===== src/rtl/i2c_pkg.sv =====
// Shared types and widths for the I2C target: FSM state encoding and field widths.
package i2c_pkg;

  localparam int unsigned I2C_ADDR_W = 7;
  localparam int unsigned I2C_BYTE_W = 8;
  localparam int unsigned I2C_CNT_W  = 4;

  typedef enum logic [2:0] {
    ST_IDLE,
    ST_ADDR,
    ST_ADDR_ACK,
    ST_WR_DATA,
    ST_WR_ACK,
    ST_RD_DATA,
    ST_RD_ACK,
    ST_WAIT_STOP
  } i2c_state_e;

endpackage


===== src/rtl/i2c_line_sync.sv =====
// Multi-flop synchronizer for one bus line with registered-level rise/fall detection.
module i2c_line_sync #(
  parameter int unsigned STAGES = 2
) (
  input  logic clk,
  input  logic rst,
  input  logic line_i,
  output logic level_o,
  output logic rise_o,
  output logic fall_o
);

  logic [STAGES-1:0] sync_q;
  logic              prev_q;

  // Reset to the idle-high bus level so release after reset creates no false edge.
  always_ff @(posedge clk or posedge rst) begin
    if (rst) begin
      sync_q <= '1;
      prev_q <= 1'b1;
    end else begin
      sync_q <= {sync_q[STAGES-2:0], line_i};
      prev_q <= sync_q[STAGES-1];
    end
  end

  assign level_o = sync_q[STAGES-1];
  assign rise_o  = level_o & ~prev_q;
  assign fall_o  = ~level_o & prev_q;

endmodule


===== src/rtl/i2c_slave_target.sv =====
// I2C target answering one 7-bit address; oversampled SCL/SDA, clk >= 8x SCL.
// Optional SCL stretching on read when tx data is not ready: define I2C_CLK_STRETCH_EN.
module i2c_slave_target
  import i2c_pkg::*;
#(
  parameter logic [I2C_ADDR_W-1:0] SLAVE_ADDR  = 7'h55,
  parameter int unsigned           SYNC_STAGES = 2
) (
  input  logic                  clk,
  input  logic                  rst,
  input  logic                  scl_i,
  input  logic                  sda_i,
  output logic                  sda_oe,
  output logic                  scl_oe,
  output logic [I2C_BYTE_W-1:0] rx_data,
  output logic                  rx_valid,
  input  logic [I2C_BYTE_W-1:0] tx_data,
  input  logic                  tx_valid,
  output logic                  tx_load,
  output logic                  busy
);

`ifdef I2C_CLK_STRETCH_EN
  localparam bit STRETCH_EN = 1'b1;
`else
  localparam bit STRETCH_EN = 1'b0;
`endif

  logic scl_s, scl_rise, scl_fall;
  logic sda_s, sda_rise, sda_fall;

  i2c_line_sync #(.STAGES(SYNC_STAGES)) u_scl_sync (
    .clk(clk), .rst(rst), .line_i(scl_i),
    .level_o(scl_s), .rise_o(scl_rise), .fall_o(scl_fall)
  );

  i2c_line_sync #(.STAGES(SYNC_STAGES)) u_sda_sync (
    .clk(clk), .rst(rst), .line_i(sda_i),
    .level_o(sda_s), .rise_o(sda_rise), .fall_o(sda_fall)
  );

  // An SDA edge coinciding with an SCL edge is data, not a bus condition.
  logic start_det, stop_det;
  assign start_det = sda_fall & scl_s & ~scl_rise;
  assign stop_det  = sda_rise & scl_s & ~scl_rise;

  i2c_state_e                  state_q, state_d;
  logic [I2C_CNT_W-1:0]        cnt_q, cnt_d;
  logic [I2C_BYTE_W-2:0]       sr_q, sr_d;
  logic [I2C_BYTE_W-1:0]       tx_sr_q, tx_sr_d;
  logic [I2C_BYTE_W-1:0]       rx_data_q, rx_data_d;
  logic                        rw_q, rw_d;
  logic                        sda_oe_q, sda_oe_d;
  logic                        scl_oe_q, scl_oe_d;
  logic                        pend_q, pend_d;
  logic                        rx_valid_q, rx_valid_d;
  logic                        tx_load_q, tx_load_d;
  logic                        busy_q, busy_d;
  logic [I2C_BYTE_W-1:0]       shifted;
  logic                        do_load, load_ok;

  assign shifted = {sr_q, sda_s};
  assign load_ok = tx_valid | ~STRETCH_EN;

  always_ff @(posedge clk or posedge rst) begin
    if (rst) begin
      state_q    <= ST_IDLE;
      cnt_q      <= '0;
      sr_q       <= '0;
      tx_sr_q    <= '0;
      rx_data_q  <= '0;
      rw_q       <= 1'b0;
      sda_oe_q   <= 1'b0;
      scl_oe_q   <= 1'b0;
      pend_q     <= 1'b0;
      rx_valid_q <= 1'b0;
      tx_load_q  <= 1'b0;
      busy_q     <= 1'b0;
    end else begin
      state_q    <= state_d;
      cnt_q      <= cnt_d;
      sr_q       <= sr_d;
      tx_sr_q    <= tx_sr_d;
      rx_data_q  <= rx_data_d;
      rw_q       <= rw_d;
      sda_oe_q   <= sda_oe_d;
      scl_oe_q   <= scl_oe_d;
      pend_q     <= pend_d;
      rx_valid_q <= rx_valid_d;
      tx_load_q  <= tx_load_d;
      busy_q     <= busy_d;
    end
  end

  always_comb begin
    state_d    = state_q;
    cnt_d      = cnt_q;
    sr_d       = sr_q;
    tx_sr_d    = tx_sr_q;
    rx_data_d  = rx_data_q;
    rw_d       = rw_q;
    sda_oe_d   = sda_oe_q;
    scl_oe_d   = scl_oe_q;
    pend_d     = pend_q;
    rx_valid_d = 1'b0;
    tx_load_d  = 1'b0;
    busy_d     = busy_q;
    do_load    = 1'b0;

    if (stop_det) begin
      state_d  = ST_IDLE;
      cnt_d    = '0;
      busy_d   = 1'b0;
      sda_oe_d = 1'b0;
      scl_oe_d = 1'b0;
      pend_d   = 1'b0;
    end else if (start_det) begin
      state_d  = ST_ADDR;
      cnt_d    = '0;
      sda_oe_d = 1'b0;
      scl_oe_d = 1'b0;
      pend_d   = 1'b0;
    end else begin
      unique case (state_q)
        ST_IDLE: sda_oe_d = 1'b0;
        ST_ADDR: begin
          if (scl_rise) begin
            sr_d  = shifted[I2C_BYTE_W-2:0];
            cnt_d = cnt_q + 4'd1;
            if (cnt_q == 4'd7) begin
              if (shifted[I2C_BYTE_W-1:1] == SLAVE_ADDR) begin
                state_d = ST_ADDR_ACK;
                busy_d  = 1'b1;
                rw_d    = sda_s;
              end else begin
                state_d = ST_WAIT_STOP;
                busy_d  = 1'b0;
              end
            end
          end
        end
        // cnt==8 marks the fall after the 8th bit; the 9th rise wraps it to 0.
        ST_ADDR_ACK, ST_WR_ACK: begin
          if (scl_rise) begin
            cnt_d = '0;
          end else if (scl_fall) begin
            if (cnt_q == 4'd8) begin
              sda_oe_d = 1'b1;
            end else begin
              sda_oe_d = 1'b0;
              if (state_q == ST_WR_ACK || !rw_q) state_d = ST_WR_DATA;
              else                               do_load = 1'b1;
            end
          end
        end
        ST_WR_DATA: begin
          if (scl_rise) begin
            sr_d  = shifted[I2C_BYTE_W-2:0];
            cnt_d = cnt_q + 4'd1;
            if (cnt_q == 4'd7) begin
              rx_data_d  = shifted;
              rx_valid_d = 1'b1;
              state_d    = ST_WR_ACK;
            end
          end
        end
        ST_RD_DATA: begin
          if (pend_q) begin
            do_load = 1'b1;
          end else if (scl_rise) begin
            cnt_d = cnt_q + 4'd1;
          end else if (scl_fall) begin
            if (cnt_q == 4'd8) begin
              sda_oe_d = 1'b0;
              state_d  = ST_RD_ACK;
            end else begin
              tx_sr_d  = tx_sr_q << 1;
              sda_oe_d = ~tx_sr_q[6];
            end
          end
        end
        ST_RD_ACK: begin
          if (scl_rise) begin
            if (sda_s) state_d = ST_WAIT_STOP;
            else       cnt_d   = '0;
          end else if (scl_fall && cnt_q == 4'd0) begin
            do_load = 1'b1;
          end
        end
        ST_WAIT_STOP: sda_oe_d = 1'b0;
        default: state_d = ST_IDLE;
      endcase

      if (do_load) begin
        state_d = ST_RD_DATA;
        cnt_d   = '0;
        if (load_ok) begin
          tx_sr_d   = tx_data;
          tx_load_d = 1'b1;
          sda_oe_d  = ~tx_data[7];
          scl_oe_d  = 1'b0;
          pend_d    = 1'b0;
        end else begin
          sda_oe_d = 1'b0;
          scl_oe_d = 1'b1;
          pend_d   = 1'b1;
        end
      end
    end
  end

  assign sda_oe   = sda_oe_q;
  assign scl_oe   = STRETCH_EN ? scl_oe_q : 1'b0;
  assign rx_data  = rx_data_q;
  assign rx_valid = rx_valid_q;
  assign tx_load  = tx_load_q;
  assign busy     = busy_q;

endmodule

===== config.mk =====
export PLATFORM = sky130hd
export DESIGN_NAME = i2c_slave_target
export DESIGN_NICKNAME = d
export VERILOG_FILES = /design/src/rtl/i2c_pkg.sv /design/src/rtl/i2c_line_sync.sv /design/src/rtl/i2c_slave_target.sv
export SDC_FILE = /design/constraint.sdc
export NUM_CORES = 1
export LEC_CHECK = 0
export ABC_AREA = 1
export CAP_MARGIN = 10
export CORE_ASPECT_RATIO = 1.5
export CORE_MARGIN = 2
export CORE_UTILIZATION = 35
export CTS_CLUSTER_SIZE = 20
export DETAILED_ROUTE_END_ITERATION = 8
export MAX_ROUTING_LAYER = met4
export SYNTH_ARGS = -nofsm -noshare
export SYNTH_HDL_FRONTEND = slang
export SYNTH_SLANG_ARGS = --single-unit

===== constraint.sdc =====
create_clock -name clk -period 1.7 [get_ports clk]
set_input_delay 0.34 -clock clk [delete_from_list [all_inputs] [get_ports clk]]
set_output_delay 0.34 -clock clk [all_outputs]
set_load 0.01 [all_outputs]

Word-level counts from Yosys, hierarchy flattened
Cells that the tools add are included.

Register bits after elaboration: 41. Bits in latches: 0. RAM bits: 0. ROM bits: 0. Input port bits: 13. Output and inout port bits: 13. Word-level logic and storage cells: 160. Memories: 0.

Add/sub/neg operators: 1. Multiply operators: 0. Divide/modulo/power cells: 0. $lt $le $gt $ge: 0. Equal/unequal tests: 30. Shift operators: 0. Multiplexer cells: 72. Bitwise operators: 17. Reductions and logical operators: 25.

Operators with widths (number): $ne 5x5->1 const B (15); $mux 3 (18); $mux 7 (6); $mux 1 (36); $mux 4 (8); $pmux 4 s4 (1); $pmux 3 s5 (1); $reduce_and 15->1 (1); $eq 3x3->1 const B (4); $reduce_and 6->1 (2); $reduce_and 5->1 (2); $reduce_bool 2->1 (5); $not 1->1 (9); $and 1x1->1 (8); $ne 2x1->1 const B (4); $reduce_and 4->1 (2); $reduce_bool 8->1 (1); $eq 7x7->1 const B (1); $reduce_and 7->1 (1); $reduce_bool 7->1 (1); $eq 3x2->1 const B (2); $pmux 1 s3 (2); $reduce_bool 6->1 (1); $reduce_or 2->1 (3); other kinds (11) (11).

Logic depth before layout (Yosys ltp)
Word-level depth: 12. Gate-level depth with buffers: 14. Gate-level depth less buffers: 14.

Modules after synthesis
A second synthesis with hierarchy kept.

Cell total of the unflattened synthesis: 260. Area, all modules: 2110.8 um^2.

Modules (own cells, without submodules): i2c_slave_target (times used 1, cells each 244, area an instance 1915.6 um^2, sequential area each 850.8 um^2); i2c_line_sync (times used 2, cells each 8, area an instance 97.6 um^2, sequential area each 78.8 um^2).

Least setup slack after synthesis
OpenSTA, ideal clock, no wires.

Path type: register -> register. Start: register cnt_q[0]. End: register tx_sr_q[2]. Library setup time: 129 ps. Arrival time: 1550 ps. Slack: 21 ps. Stages on the path, launching flop included: 13. Clock period less this slack: 1679 ps. Path through: dfrtp_1 -> inv_1 -> ha_1 -> nand2_1 -> nor2_2 -> nor2_2 -> nand2_4 -> nand2_8 -> a21oi_2 -> inv_2 -> buf_6 -> nor2_2 -> a31oi_2.

Word-level cells in the longest chain between the ends: 9.

RTL lines: start: declaration (RTL line i2c_slave_target.sv:48) `logic [I2C_CNT_W-1:0] cnt_q, cnt_d;`; start signal: assignment (RTL line i2c_slave_target.sv:81) `cnt_q <= cnt_d;`; $eq 4x4->1 or $logic_not 4->1 (tied branches) (RTL line i2c_slave_target.sv:147, i2c_slave_target.sv:173, i2c_slave_target.sv:186); $mux 1 or $logic_and 1x1->1 (tied branches) (RTL line i2c_slave_target.sv:147, i2c_slave_target.sv:186); $mux 1, on equally long branches (RTL line i2c_slave_target.sv:146, i2c_slave_target.sv:186); $mux 1, on equally long branches (RTL line i2c_slave_target.sv:144, i2c_slave_target.sv:183); $pmux 1 s3 (RTL line i2c_slave_target.sv:124) `unique case (state_q)`; $mux 1 (RTL line i2c_slave_target.sv:117) `end else if (start_det) begin`; $mux 1 (RTL line i2c_slave_target.sv:110) `if (stop_det) begin`; $ne 2x1->1 (no line) or $reduce_bool 2->1 (tied branches); $reduce_and 7->1 (no line); end signal: assignment (RTL line i2c_slave_target.sv:83) `tx_sr_q <= tx_sr_d;`; end: declaration (RTL line i2c_slave_target.sv:50) `logic [I2C_BYTE_W-1:0] tx_sr_q, tx_sr_d;`.

Parallel ways exist; a longest one is shown, timed or not. The select of a mux whose other input is x is not followed. A chain may end at the register's enable or synchronous reset.

Worst setup path in the final report
Start: register cnt_q[1]. End: register state_q[1].

Word-level cells in the longest chain between the ends: 10.

RTL lines: branches (longest 10 deep; another with $reduce_and 15->1); end signal: assignment (RTL line i2c_slave_target.sv:80) `state_q <= state_d;`; end: declaration (RTL line i2c_slave_target.sv:47) `i2c_state_e state_q, state_d;`.

Parallel ways; which one is timed is not known. The select of a mux whose other input is x is not followed.

==> results.toml <==
[timing]
rsz0062_at_grt = "yes"
setup_viol = 7
finalHoldViolCount = 0
setup-tns-final_ns = -0.339
slew_viol_final = 0
fmax_mhz = 566
period_needed_ns = 1.77
setup_ws_ns = -0.0658
skew_ns = 0.00805
fin_crit_sh_pct = 104

[worst_setup_path]
cp.arrival_ns = 1.96
critPathRequiredTime_ns = 1.90
reg2reg_depth = 12
startpoint_type = "flop"
path_class = "flop to flop"
cp_max_fo = 4
cp-end-kind = "flop"

[power_and_ir_drop]
p_total_uw = 3930
p_leak_uw = 0.00134
ir_drop_mv = 0.688
p_per_area_nw_per_um2 = 1360

[yosys]
synth_xor_area_share_pct = 0.824
synth-compound-area-share_pct = 12.8
async_reset_ff_share_pct = 100
synth-seq-area-share_pct = 47.4
ys_types = 37
netlist_top_cells_area = "dfrtp_1 40%, nand2_1 13%, dfstp_2 7.4%"
synth-edff-count = 0
syn_area_per_cell_sq_um = 8.31
synth_mux_area_share_pct = 0
synth_top_family_by_area = "simple AND/OR/NAND/NOR gates"
synth-seq-cells = 40
yosysTopAreaCell = "dfrtp_1"
synth_warnings = 0
syn_inst = 256
synth_area_sq_um = 2130
synth_nets = 271
yosysTopAreaCellShare_pct = 40.0
yosys.area_share.simple_pct = 30.1
synthAdderAreaFrac_pct = 1.18
ys.flop_type = "dfrtp_1"

[job]
cap_viol_max_count = 0

[route]
drtIter0Drc = 84
wire_per_inst_um = 12.2
drt_pass1_iterations = 6
ant_nets = 0
drc = 0
vias = 1808
viasPerCell = 4.73
drt-total-wl_um = 4650

[die]
die_h_um = 99.5
die-area_sq_um = 6730
io_pins = 26
die_x_um = 67.7
core_sq_um = 5830
num_rows = 34
start_util_pct = 36.5

[hold_path]
hold_class = "flop to flop"
whs_path_depth = 0

[clocking]
clk_path_buf_depth = 2
cts-root-buf = "clkbuf_8"
cts_made_buffers = 5
htreeDepth = 2
cts_hold_buf = 0
path_clk_slew_ns = 0.09
cts_tree = "built"
cts.sinks = 40
clk_latency_ns = 0.29

[global_route]
grt_pass1_vias = 1852
grt.total_usage_pct = 16.7
grt_overflow = 0
grt_pass1_wl_um = 8340
antenna_found_initial = 0
grt_max_degree = 41

[cells_and_area]
layout.nets = 324
finalNonFillerCells = 382
drive_gt1_share_pct = 31.9
syn_to_final_growth_pct = 35.7
antenna_cells = 0
mostFrequentLayoutCell = "nand2_1"
final_cell_mix = "67 x nand2_1, 34 x dfrtp_1, 26 x buf_4, 23 x clkdlybuf4s50_1, 21 x inv_1"

[place]
dp_hpwl_um = 3410
portBuffers = 23
gp_congestion = 0.925
placedCellCount = 369

[status]
violations = "negative setup slack"
status = "finished, violations left"
-- critical path, stage by stage (launching register included) --
cell and delay, ns:
dfrtp_1 0.40, inv_2 0.07, ha_4 0.15, nor3b_4 0.25, nand3_4 0.14, nand2_8 0.13
nor2_8 0.05, nand2_1 0.06, nand2_2 0.07, nor2_4 0.14, nand2_2 0.09, nand2_1 0.06
nand2_1 0.05
-- report_power, final --
group          total, uW  internal [uW]  switching (uW)
sequential          1330           1160             176
clock                803            442             360
combinational       1790            771            1020
-- metrics by stage --
step | worst slack [ns] | hold WS [ns] | cell area, sq um | util [%]
floorplan | 0.0212 | 0.344 | 2130 | -
global placement | -0.0752 | 0.346 | 2610 | 44.8
detailed placement | -0.106 | 0.347 | 2610 | 44.8
CTS | -0.0336 | 0.359 | 2790 | 47.9
global route | -0.261 | 0.362 | 2890 | 49.5
finish | -0.0658 | 0.356 | 2890 | 49.5
-- final timing paths --
path,slack (ns),startpoint,to
worst min register to register,0.36,u_scl_sync.sync_q[0]$_DFF_PP1_,u_scl_sync.sync_q[1]$_DFF_PP1_
min in group asynchronous,0.40,rst,sr_q[2]$_DFFE_PP0P_
worst max register to register,-0.07,cnt_q[1]$_DFFE_PP0P_,state_q[1]$_DFFE_PP0P_
worst min-delay path,0.36,u_scl_sync.sync_q[0]$_DFF_PP1_,u_scl_sync.sync_q[1]$_DFF_PP1_
worst max-delay path,-0.07,cnt_q[1]$_DFFE_PP0P_,state_q[1]$_DFFE_PP0P_
max in group asynchronous,1.04,rst,u_scl_sync.sync_q[0]$_DFF_PP1_
-- cell usage after synthesis (2+ instances only) --
library cell / n
nand2_1: 74
dfrtp_1: 34
inv_1: 23
nor2_1: 16
o21ai_0: 16
nand3_1: 12
o21ai_1: 10
inv_2: 8
a21oi_1: 7
nor2_2: 7
dfstp_2: 6
nand4_1: 6
a31oi_2: 5
nand2_2: 3
a31oi_1: 2
clkbuf_1: 2
ha_1: 2
inv_4: 2
nand3_2: 2
xor2_1: 2
-- per-layer routing --
metal  GRT usage [%]  vias up  part of all wire (%)
met2            29.2       23                    54
met4            6.59        0                   2.9
met5               -        -                     0
li1                -      927                     -
met3            2.83        9                   2.3
met1            18.3      849                    40
-- registers in the layout, summed over array words and instances, names as in the netlist --
signal,cells
u_scl_sync.prev_q,1
u_sda_sync.sync_q,2
state_q,3
rx_data,8
rx_valid,1
sr_q,7
tx_sr_q,7
tx_load,1
busy,1
u_sda_sync.prev_q,1
sda_oe,1
rw_q,1
u_scl_sync.sync_q,2
cnt_q,4
-- layout make-up --
type	count	area (sq um)
clock buffer	5	68.8
clock inverter	3	46.3
fill	560	2940
inverter	33	136
multi-input combinational	178	1070
sequential	40	1010
tap	72	90.1
timing repair buffer	51	465
-- cells by family after synthesis --
family          Yosys count
simple gates            130
fa+ha+maj                 2
flops                    40
other cells               1
buf+inv                  38
xor+xnor                  2
compound gates           43
-- what timing repair did --
item                       in CTS  in global routing
setup endpoints to repair      13                 22
pin swaps                       8                 22
resized for setup               8                 25
buffers inserted                4                  2
gates cloned                    0                  0
No activity file was read; power rests on OpenSTA's default activity.
